===== src/rtl/hw_accel_frame_sched_if.sv =====
// Control/status bundle between the DMA/control glue (master) and the
// frame scheduler (slave).
interface hw_accel_frame_sched_if;
  // Glue -> scheduler
  logic        start;
  logic        continuous;
  logic        in_beat;
  logic        out_beat;
  logic        err_clr;
  // Scheduler -> glue / accelerator wrapper
  logic        out_en;
  logic        out_last;
  logic        accel_rst;
  logic        busy;
  logic        frame_done;
  logic [15:0] frame_count;
  logic        timeout_err;
  logic        in_overrun;

  modport master (
    output start, continuous, in_beat, out_beat, err_clr,
    input  out_en, out_last, accel_rst, busy, frame_done, frame_count,
           timeout_err, in_overrun
  );

  modport slave (
    input  start, continuous, in_beat, out_beat, err_clr,
    output out_en, out_last, accel_rst, busy, frame_done, frame_count,
           timeout_err, in_overrun
  );
endinterface


===== src/rtl/hw_accel_frame_sched.sv =====
// Frame-level scheduler for the accelerator DMA datapath: arms the output
// stream on a start edge, counts input/output beats per frame, drives wlast
// at DMA transfer boundaries, flushes the accelerator at each frame end.
// Optional macro HW_ACCEL_FRAME_WATCHDOG_EN adds the idle-beat watchdog that
// aborts stalled frames; without it timeout_err is constant 0.
module hw_accel_frame_sched #(
  parameter int FRAME_WIDTH         = 640,
  parameter int FRAME_HEIGHT        = 480,
  parameter int DMA_TRANSFER_LENGTH = 1920,
  parameter int FLUSH_CYCLES        = 4,
  parameter int TIMEOUT_CYCLES      = 1048576
) (
  input  logic                  clk,
  input  logic                  rst_n,
  hw_accel_frame_sched_if.slave bus
);

  localparam int FRAME_WORDS = FRAME_WIDTH * FRAME_HEIGHT;
  localparam int IN_W        = $clog2(FRAME_WORDS + 1);
  localparam int OUT_W       = (FRAME_WORDS > 1) ? $clog2(FRAME_WORDS) : 1;
  localparam int BURST_W     = (DMA_TRANSFER_LENGTH > 1) ? $clog2(DMA_TRANSFER_LENGTH) : 1;
  localparam int FLUSH_W     = (FLUSH_CYCLES > 1) ? $clog2(FLUSH_CYCLES) : 1;

  localparam logic [IN_W-1:0]    IN_FULL   = IN_W'(FRAME_WORDS);
  localparam logic [OUT_W-1:0]   OUT_FINAL = OUT_W'(FRAME_WORDS - 1);
  localparam logic [BURST_W-1:0] BURST_END = BURST_W'(DMA_TRANSFER_LENGTH - 1);
  localparam logic [FLUSH_W-1:0] FLUSH_END = FLUSH_W'(FLUSH_CYCLES - 1);

  // Reject parameter sets the counters cannot represent correctly.
  if (FLUSH_CYCLES < 1 || TIMEOUT_CYCLES < 2 ||
      (FRAME_WORDS % DMA_TRANSFER_LENGTH) != 0) begin : g_bad_params
    $error("hw_accel_frame_sched: illegal parameter combination");
  end

  typedef enum logic [2:0] {IDLE, ARM, RUN, FLUSH, DONE} state_t;

  state_t             state_reg;
  logic               start_prev_reg;
  logic               ok_reg;
  logic [IN_W-1:0]    in_cnt_reg;
  logic [OUT_W-1:0]   out_cnt_reg;
  logic [BURST_W-1:0] burst_cnt_reg;
  logic [FLUSH_W-1:0] flush_cnt_reg;
  logic               out_en_reg;
  logic               accel_rst_reg;
  logic               busy_reg;
  logic               frame_done_reg;
  logic [15:0]        frame_count_reg;
  logic               in_overrun_reg;
  logic               start_edge;

`ifdef HW_ACCEL_FRAME_WATCHDOG_EN
  localparam int              WD_W   = $clog2(TIMEOUT_CYCLES);
  localparam logic [WD_W-1:0] WD_END = WD_W'(TIMEOUT_CYCLES - 1);
  logic [WD_W-1:0] wd_cnt_reg;
  logic            timeout_err_reg;
  assign bus.timeout_err = timeout_err_reg;
`else
  assign bus.timeout_err = 1'b0;
`endif

  // The detector tracks start in every state, so a held-high start never retriggers.
  assign start_edge = bus.start & ~start_prev_reg;

  // wlast is purely a function of the burst position and the live beat.
  assign bus.out_last = bus.out_beat && (burst_cnt_reg == BURST_END);

  assign bus.out_en      = out_en_reg;
  assign bus.accel_rst   = accel_rst_reg;
  assign bus.busy        = busy_reg;
  assign bus.frame_done  = frame_done_reg;
  assign bus.frame_count = frame_count_reg;
  assign bus.in_overrun  = in_overrun_reg;

  // Frame sequencer: state, beat counters, sticky flags and registered outputs.
  always_ff @(posedge clk or negedge rst_n) begin
    if (!rst_n) begin
      state_reg       <= IDLE;
      start_prev_reg  <= 1'b0;
      ok_reg          <= 1'b0;
      in_cnt_reg      <= '0;
      out_cnt_reg     <= '0;
      burst_cnt_reg   <= '0;
      flush_cnt_reg   <= '0;
      out_en_reg      <= 1'b0;
      accel_rst_reg   <= 1'b0;
      busy_reg        <= 1'b0;
      frame_done_reg  <= 1'b0;
      frame_count_reg <= '0;
      in_overrun_reg  <= 1'b0;
`ifdef HW_ACCEL_FRAME_WATCHDOG_EN
      wd_cnt_reg      <= '0;
      timeout_err_reg <= 1'b0;
`endif
    end else begin
      start_prev_reg <= bus.start;
      frame_done_reg <= 1'b0;
      // Clears first; any set later in this cycle overrides them.
      if (bus.err_clr) begin
        in_overrun_reg <= 1'b0;
`ifdef HW_ACCEL_FRAME_WATCHDOG_EN
        timeout_err_reg <= 1'b0;
`endif
      end
      case (state_reg)
        IDLE: begin
          if (start_edge) begin
            state_reg <= ARM;
            busy_reg  <= 1'b1;
          end
        end
        ARM: begin
          in_cnt_reg    <= '0;
          out_cnt_reg   <= '0;
          burst_cnt_reg <= '0;
`ifdef HW_ACCEL_FRAME_WATCHDOG_EN
          wd_cnt_reg    <= '0;
`endif
          out_en_reg    <= 1'b1;
          state_reg     <= RUN;
        end
        RUN: begin
          if (bus.in_beat) begin
            if (in_cnt_reg == IN_FULL) in_overrun_reg <= 1'b1;
            else                       in_cnt_reg     <= in_cnt_reg + 1'b1;
          end
          if (bus.out_beat) begin
            out_cnt_reg   <= out_cnt_reg + 1'b1;
            burst_cnt_reg <= (burst_cnt_reg == BURST_END) ? '0 : burst_cnt_reg + 1'b1;
          end
`ifdef HW_ACCEL_FRAME_WATCHDOG_EN
          if (bus.in_beat || bus.out_beat) wd_cnt_reg <= '0;
          else                             wd_cnt_reg <= wd_cnt_reg + 1'b1;
`endif
          if (bus.out_beat && out_cnt_reg == OUT_FINAL) begin
            state_reg     <= FLUSH;
            ok_reg        <= 1'b1;
            out_en_reg    <= 1'b0;
            accel_rst_reg <= 1'b1;
            flush_cnt_reg <= '0;
          end
`ifdef HW_ACCEL_FRAME_WATCHDOG_EN
          else if (!bus.in_beat && !bus.out_beat && wd_cnt_reg == WD_END) begin
            timeout_err_reg <= 1'b1;
            state_reg       <= FLUSH;
            ok_reg          <= 1'b0;
            out_en_reg      <= 1'b0;
            accel_rst_reg   <= 1'b1;
            flush_cnt_reg   <= '0;
          end
`endif
        end
        FLUSH: begin
          if (flush_cnt_reg == FLUSH_END) begin
            accel_rst_reg <= 1'b0;
            if (ok_reg) begin
              state_reg       <= DONE;
              frame_done_reg  <= 1'b1;
              frame_count_reg <= frame_count_reg + 16'd1;
            end else begin
              state_reg <= IDLE;
              busy_reg  <= 1'b0;
            end
          end else begin
            flush_cnt_reg <= flush_cnt_reg + 1'b1;
          end
        end
        DONE: begin
          if (bus.continuous) begin
            state_reg <= ARM;
          end else begin
            state_reg <= IDLE;
            busy_reg  <= 1'b0;
          end
        end
        default: begin
          state_reg <= IDLE;
          busy_reg  <= 1'b0;
        end
      endcase
    end
  end

endmodule


===== src/flat_wrapper.sv =====
// flat-port wrapper written by rule: the top's interface ports become plain ports
module hw_accel_frame_sched_flat 
#(
  parameter int FRAME_WIDTH         = 640,
  parameter int FRAME_HEIGHT        = 480,
  parameter int DMA_TRANSFER_LENGTH = 1920,
  parameter int FLUSH_CYCLES        = 4,
  parameter int TIMEOUT_CYCLES      = 1048576
)
  (clk, rst_n, bus_start, bus_continuous, bus_in_beat, bus_out_beat, bus_err_clr, bus_out_en, bus_out_last, bus_accel_rst, bus_busy, bus_frame_done, bus_frame_count, bus_timeout_err, bus_in_overrun);
  hw_accel_frame_sched_if bus_i ();
  input  logic clk;
  input  logic rst_n;
  input wire logic [$bits(bus_i.start)-1:0] bus_start;
  input wire logic [$bits(bus_i.continuous)-1:0] bus_continuous;
  input wire logic [$bits(bus_i.in_beat)-1:0] bus_in_beat;
  input wire logic [$bits(bus_i.out_beat)-1:0] bus_out_beat;
  input wire logic [$bits(bus_i.err_clr)-1:0] bus_err_clr;
  output wire logic [$bits(bus_i.out_en)-1:0] bus_out_en;
  output wire logic [$bits(bus_i.out_last)-1:0] bus_out_last;
  output wire logic [$bits(bus_i.accel_rst)-1:0] bus_accel_rst;
  output wire logic [$bits(bus_i.busy)-1:0] bus_busy;
  output wire logic [$bits(bus_i.frame_done)-1:0] bus_frame_done;
  output wire logic [$bits(bus_i.frame_count)-1:0] bus_frame_count;
  output wire logic [$bits(bus_i.timeout_err)-1:0] bus_timeout_err;
  output wire logic [$bits(bus_i.in_overrun)-1:0] bus_in_overrun;
  assign bus_i.start = bus_start;
  assign bus_i.continuous = bus_continuous;
  assign bus_i.in_beat = bus_in_beat;
  assign bus_i.out_beat = bus_out_beat;
  assign bus_i.err_clr = bus_err_clr;
  assign bus_out_en = bus_i.out_en;
  assign bus_out_last = bus_i.out_last;
  assign bus_accel_rst = bus_i.accel_rst;
  assign bus_busy = bus_i.busy;
  assign bus_frame_done = bus_i.frame_done;
  assign bus_frame_count = bus_i.frame_count;
  assign bus_timeout_err = bus_i.timeout_err;
  assign bus_in_overrun = bus_i.in_overrun;
  hw_accel_frame_sched #(.FRAME_WIDTH(FRAME_WIDTH), .FRAME_HEIGHT(FRAME_HEIGHT), .DMA_TRANSFER_LENGTH(DMA_TRANSFER_LENGTH), .FLUSH_CYCLES(FLUSH_CYCLES), .TIMEOUT_CYCLES(TIMEOUT_CYCLES)) u_core (.clk(clk), .rst_n(rst_n), .bus(bus_i));
endmodule

===== config.mk =====
export PLATFORM = sky130hd
export DESIGN_NAME = hw_accel_frame_sched_flat
export DESIGN_NICKNAME = d
export VERILOG_FILES = /design/src/rtl/hw_accel_frame_sched_if.sv /design/src/rtl/hw_accel_frame_sched.sv /design/src/flat_wrapper.sv
export SDC_FILE = /design/constraint.sdc
export NUM_CORES = 1
export LEC_CHECK = 0
export ABC_AREA = 1
export BUFFER_PORTS_ARGS = -buffer_cell sky130_fd_sc_hd__buf_2
export CORE_MARGIN = 1
export CORE_UTILIZATION = 50
export DETAILED_ROUTE_END_ITERATION = 6
export GPL_TIMING_DRIVEN = 0
export PLACE_DENSITY = 0.68
export REMOVE_ABC_BUFFERS = 1
export SYNTH_ARGS = -nofsm -noshare
export SYNTH_HDL_FRONTEND = slang
export SYNTH_SLANG_ARGS = --single-unit

===== constraint.sdc =====
create_clock -name clk -period 1.8 [get_ports clk]
set_input_delay 0 -clock clk [delete_from_list [all_inputs] [get_ports clk]]
set_output_delay 0 -clock clk [all_outputs]
set_load 0.005 [all_outputs]

==> results.yml, run 1 <==
sta:
  rsz0062_at_grt: "no"
  period_minus_slack_ns: 1.70
  final_hold_viol_count: 0
  hold_ws_ns: 0.0449
  setup_violations: 0
  skew_ns: 0.0120
  fmax_ghz: 0.589
  finalCritPeriodShare: 0.943
  slew_viol_final: 0
logic_synthesis:
  synth_area_leader_cell: "dfrtp_1"
  yosys_warnings: 0
  ys_top_cells_by_area: "dfrtp_1 (43%), nand2_1 (16%), inv_1 (6.4%)"
  synth_top_area_share: 0.427
  synth.distinct_cells: 33
  synth_area_per_cell_sq_um: 7.16
  synth_seq_cells: 77
  synth-seq-area-share: 0.427
  synth.cell_area_sq_mm: 0.00451
  synthCells: 630
power:
  power_density_mw_per_mm2: 1010
  vdd_drop_max_uv: 510
  leakage_nw: 2.50
global_routing:
  grt_max_degree: 46
  grt_pass1_wl_mm: 17.5
  antenna_found_initial: 0
  grt_use_met1: 0.308
  grt_overflow: 0
  first_global_vias: 3891
  grt-busiest-layer: "met2"
  globalRouteTotalUtil: 0.225
  grtUsageMet2: 0.364
  grtUsageMet3: 0.0332
cells_and_area:
  multi_input_area_sq_mm: 0.00239
  fill_cells: 794
  postLayoutCoreUtil: 0.600
  final_area_sq_mm: 0.00524
  drive_gt1_frac: 0.136
  diodes: 0
  seq_area_sq_mm: 0.00193
  area_growth_pct: 16.1
  nets: 685
worst_setup_path:
  crit_fanout: 34
  path_class: "reg2reg"
  startpoint: "u_core.state_reg[2]"
  crit_path_start_kind: "flip-flop"
  reg2reg_depth: 7
  required_ns: 2.03
  cp_data_arrival_time_ns: 1.93
  cp-end-kind: "flip-flop"
  worstReg2RegStart: "u_core.state_reg[2]"
hold_path:
  worstHoldPathCells: 5
  hold_class: "in2reg"
  hold_start: "bus_continuous"
die:
  die-area_sq_mm: 0.00940
  start_util: 0.517
  chipHeight_microns: 97.0
  ios: 30
  die_x_microns: 97.0
  rows: 34
  coreArea_sq_mm: 0.00872
drt:
  dr.pass1.iters: 5
  drt_iter0_markers: 141
  wire_per_inst_microns: 13.0
  viasPerCell: 5.35
  vias: 4200
  wl_mm: 10.2
  ant_nets: 0
  drcViolationCount: 0
run_status:
  outcome: "finished, final reports clean"
clocking:
  cts_tree: "done"
  clk_pin_slew_worst_paths_ns: 0.08
  cts_root_buf: "clkbuf_8"
  cts_htree_levels: 3
  cts_made_buffers: 9
  cts_buffer_depth: 2
  clock_latency_ns: 0.35
  cts_sinks: 77
run:
  drv_cap: 0
placed_design:
  hpwl_mm: 6.71
  gp_congestion: 0.827
  numPortBuffers: 28
  placed_cell_area_sq_mm: 0.00472
[cell usage in the layout (no fill, tap or decap), drive strengths merged, types with 2 or more instances in the layout]
master / Yosys / layout
nor2: 78 / 78
nand3: 59 / 62
ha: 6 / 6
clkinv: 0 / 5
a21oi: 6 / 6
nand2: 200 / 201
dlygate4sd3: 0 / 5
a31oi: 2 / 2
nand3b: 3 / 3
bufinv: 0 / 2
or2: 5 / 5
o21bai: 3 / 3
clkbuf: 0 / 10
inv: 79 / 78
nor3: 15 / 15
dfrtp: 77 / 77
xor2: 8 / 8
buf: 12 / 34
o21ai: 40 / 40
nand4: 28 / 28
xnor2: 4 / 4
[worst max-delay path, stage by stage, from the launching register on]
cell and delay (ns):
dfrtp_1 0.46, nor2_4 0.08, nand2_2 0.19, clkinv_8 0.21, nand2_2 0.24, nand3_2 0.22, nand2_1 0.10, o21ai_0 0.07
[final timing paths]
check	slack (ns)	end
setup / recovery	0.10	u_core.in_cnt_reg[10]
hold / removal	0.04	u_core.bus.busy
max in group asynchronous	1.07	u_core.start_prev_reg
min in group asynchronous	0.15	u_core.burst_cnt_reg[4]
hold reg to reg	0.48	u_core.bus.out_en
setup reg to reg	0.10	u_core.in_cnt_reg[10]
[timing repair]
action                                  in CTS  in global routing
hold endpoints to repair                    38                  0
pin swaps                                    2                  4
hold buffers                                 5                  0
endpoints found under the setup margin      53                 29
gates resized for setup                     16                 21
buffers inserted                             0                  5
cloned                                       1                  3
[metal layers]
metal | part of all wire | vias to the layer above
li1 | - | 2111
met1 | 0.48 | 1983
met2 | 0.47 | 92
met3 | 0.043 | 14
met4 | 0.014 | 0
met5 | 0 | -
[area by class of cell]
cell class,instances,area share
Clock inverter,6,0.0167
Sequential cell,77,0.369
Tap cell,108,0.0258
Multi-Input combinational cell,466,0.456
Inverter,79,0.0590
Timing Repair Buffer,39,0.0492
Clock buffer,10,0.0244
[logic make-up after synthesis]
| logic type | count (synthesis) | share of synthesized area |
|---|---|---|
| buf+inv | 91 | 0.0871 |
| simple gates | 390 | 0.382 |
| flops | 77 | 0.427 |
| other cells | 1 | 0.000832 |
| xor+xnor | 12 | 0.0233 |
| compound gates | 53 | 0.0627 |
| fa+ha+maj | 6 | 0.0166 |
[metrics by stage]
stage / setup TNS (ns) / cells / setup slack, ns / total power [mW]
2_1_floorplan: 0 / 618 / 0.0292 / 3.03
3_3_place_gp: -13.19 / 754 / -0.525 / 3.42
3_5_place_dp: -13.45 / 755 / -0.530 / 3.48
4_1_cts: 0 / 777 / 0.0132 / 5.09
5_1_grt: 0 / 785 / 0.000122 / 5.62
6_report: 0 / 785 / 0.102 / 5.29
[where the power goes]
group          leakage [nW]  internal [mW]  switching [mW]  total [mW]
combinational          1.35          0.509            1.20        1.71
sequential             1.04           1.91           0.235        2.15
clock                 0.110          0.782           0.651        1.43
total                  2.50           3.20            2.08        5.29
[cells in the mapped netlist]
library cell,count
or2_2,5
inv_1,77
nor2_2,2
nand2_1,197
a21oi_1,6
nand3_1,57
nand3b_1,3
nor2_4,3
o21ai_2,1
xor2_1,8
inv_2,2
buf_2,5
o22ai_1,1
nand3_2,2
buf_6,5
ha_1,6
nor2_1,73
xnor2_1,4
dfrtp_1,77
a31oi_1,2
nand4_1,28
o21bai_1,3
buf_4,2
o21ai_1,3
conb_1,1
nand2_2,3
nor3_1,12
and2_1,1
nor3_4,1
nor3b_1,1
o21a_1,1
nor3_2,2
o21ai_0,36
Power figures use the tool's default switching activity.
==> run 2, diff against run 1 <==
CTS_BUF_LIST = sky130_fd_sc_hd__clkbuf_2 sky130_fd_sc_hd__clkbuf_4 sky130_fd_sc_hd__clkbuf_8   (was unset)
clock period = 1.82 ns   (was 1.8 ns; I/O delays follow)
==> run 2 against run 1 <==
Utilization down 0.95 points. Critical endpoint is now u_core.in_cnt_reg[7]. Clock skew is essentially flat. Maximum frequency shrank 3.0%. Setup slack got worse by 0.033 ns. Hold slack lost 0.0021 ns. Register-to-register slack got worse by 0.03 ns.
==> results.yml, run 2 (synthesis gave the netlist of run 1 again) <==
clocking:
  cts_made_buffers: 9
  cts_htree_levels: 3
  cts_root_buf: "clkbuf_8"
  cts_tree: "done"
  cts_sinks: 77
  clk_pin_slew_worst_paths_ns: 0.08
  clock_latency_ns: 0.35
  cts_buffer_depth: 2
global_routing:
  grt_pass1_wl_mm: 17.2
  antenna_found_initial: 0
  grt_overflow: 0
  globalRouteTotalUtil: 0.220
  first_global_vias: 3848
  grt_max_degree: 46
drt:
  wire_per_inst_microns: 12.9
  maxUsedRoutingLayer: "met4"
  dr.pass1.iters: 4
  vias: 4133
  viasPerCell: 5.29
  drt_iter0_markers: 141
  wl_met2_mm: 4.71
  wl_mm: 10.0
  ant_nets: 0
  wl_met3_microns: 346
  wl_met1_mm: 4.84
  drcViolationCount: 0
worst_setup_path:
  crit_fanout: 34
  cp-end-kind: "flip-flop"
  worstPathCellList: "nor2_2 -> nand2_2 -> inv_8 -> nand2_1 -> nand3_4 -> o21ai_0"
  critPathMaxStageDelay_ns: 0.48
  worstReg2RegStart: "u_core.state_reg[0]"
  path_class: "reg2reg"
  crit_path_start_kind: "flip-flop"
  rrSetupSlack_ns: 0.07
  required_ns: 2.05
  reg2reg_to: "u_core.in_cnt_reg[7]"
  critPathSlowestCell: "dfrtp_1"
  reg2reg_depth: 6
  cp_data_arrival_time_ns: 1.98
placed_design:
  dpl_worst_slack_ns: -0.510
  gp_congestion: 0.827
  numPortBuffers: 28
  hpwl_mm: 6.71
sta:
  period_minus_slack_ns: 1.75
  skew_ns: 0.0118
  fin_ws_ns: 0.0691
  rsz0062_at_grt: "yes"
  slew_viol_final: 0
  final_hold_viol_count: 0
  setup_violations: 0
  fmax_ghz: 0.571
  finalCritPeriodShare: 0.962
die:
  start_util: 0.517
  ios: 30
  die-area_sq_mm: 0.00940
  die_x_microns: 97.0
  chipHeight_microns: 97.0
  coreArea_sq_mm: 0.00872
  rows: 34
power:
  leakage_nw: 2.48
  p_int_mw: 3.12
  comb_power_share: 0.304
  power_switching_mw: 1.98
  vdd_drop_max_uv: 490
  power_density_mw_per_mm2: 990
  seq_power_share: 0.414
  clkPwrFrac: 0.282
  p_sw_frac: 0.388
run:
  drv_cap: 0
hold_path:
  hold_start: "bus_continuous"
  hold_class: "in2reg"
  min_to: "u_core.bus.busy"
  worstHoldPathCells: 5
cells_and_area:
  multi_input_area_sq_mm: 0.00232
  mostFrequentLayoutCells: "nand2_1 (196), inv_1 (77), dfrtp_1 (76)"
  nets: 681
  postLayoutCoreUtil: 0.591
  final_common_cell: "nand2_1"
  drive_gt1_frac: 0.123
  area_growth_pct: 14.3
  diodes: 0
  seq_area_sq_mm: 0.00193
  fill_cells: 810
run_status:
  outcome: "finished, final reports clean"
[run 2: what timing repair did]
| item | CTS | global route |
|---|---|---|
| setup endpoints to repair | 51 | 27 |
| buffers inserted | 0 | 3 |
| hold buffers | 5 | 0 |
| cloned | 0 | 2 |
| hold endpoints to repair | 35 | 0 |
| resized for setup | 12 | 15 |
| pin swaps | 2 | 3 |
[run 2: worst max-delay path, delay by kind of cell, from the launching register on]
kind                   cells  cell delay [ns]
DFF                        1             0.48
buffers and inverters      1             0.23
and+or+nand+nor            4             0.81
AOI/OAI and AO/OA          1             0.11
[run 2: cell type report]
| cell class | instances | area share |
|---|---|---|
| Sequential cell | 77 | 0.374 |
| Timing Repair Buffer | 37 | 0.0471 |
| Inverter | 79 | 0.0595 |
| Clock inverter | 6 | 0.0170 |
| Tap cell | 108 | 0.0262 |
| Clock buffer | 10 | 0.0255 |
| Multi-Input combinational cell | 464 | 0.450 |
[run 2: stage by stage]
stage                     TNS (ns)  instance area, sq um  power, mW  hold slack (ns)  instances
after floorplan                  0                  4410       3.00           -0.296        618
after global placement      -12.24                  4690       3.39            0.125        754
after detailed placement    -12.47                  4720       3.44         -0.00679        755
after CTS                 -0.00164                  5040       4.98           0.0306        776
after global routing        -0.275                  5150       5.42           0.0869        781
final                            0                  5150       5.10           0.0427        781
[run 2: worst max path at each step]
stage / startpoint / end / slack [ns] / cells past startpoint
floorplan: u_core.state_reg[1] / u_core.out_cnt_reg[9] / 0.05 / 8
global placement: u_core.state_reg[1] / u_core.out_cnt_reg[9] / -0.51 / 8
detailed placement: u_core.state_reg[1] / u_core.out_cnt_reg[9] / -0.51 / 8
CTS: u_core.state_reg[0] / u_core.in_cnt_reg[7] / -0.002 / 6
global route: u_core.state_reg[0] / u_core.in_cnt_reg[9] / -0.03 / 7
finish: u_core.state_reg[0] / u_core.in_cnt_reg[7] / 0.07 / 6
[run 2: layer usage]
layer	up-vias	track usage
met3	14	0.0340
met2	71	0.359
met1	1952	0.297
li1	2096	-
met5	-	0
met4	0	0.0815
[run 2: power by group through the flow]
stage / Sequential (mW) / Combinational (mW) / Clock [mW]
after floorplan: 2.08 / 0.920 / 0
after global placement: 2.11 / 1.28 / 0
after detailed placement: 2.12 / 1.32 / 0
after CTS: 2.10 / 1.40 / 1.48
after global routing: 2.14 / 1.73 / 1.54
final: 2.11 / 1.55 / 1.44
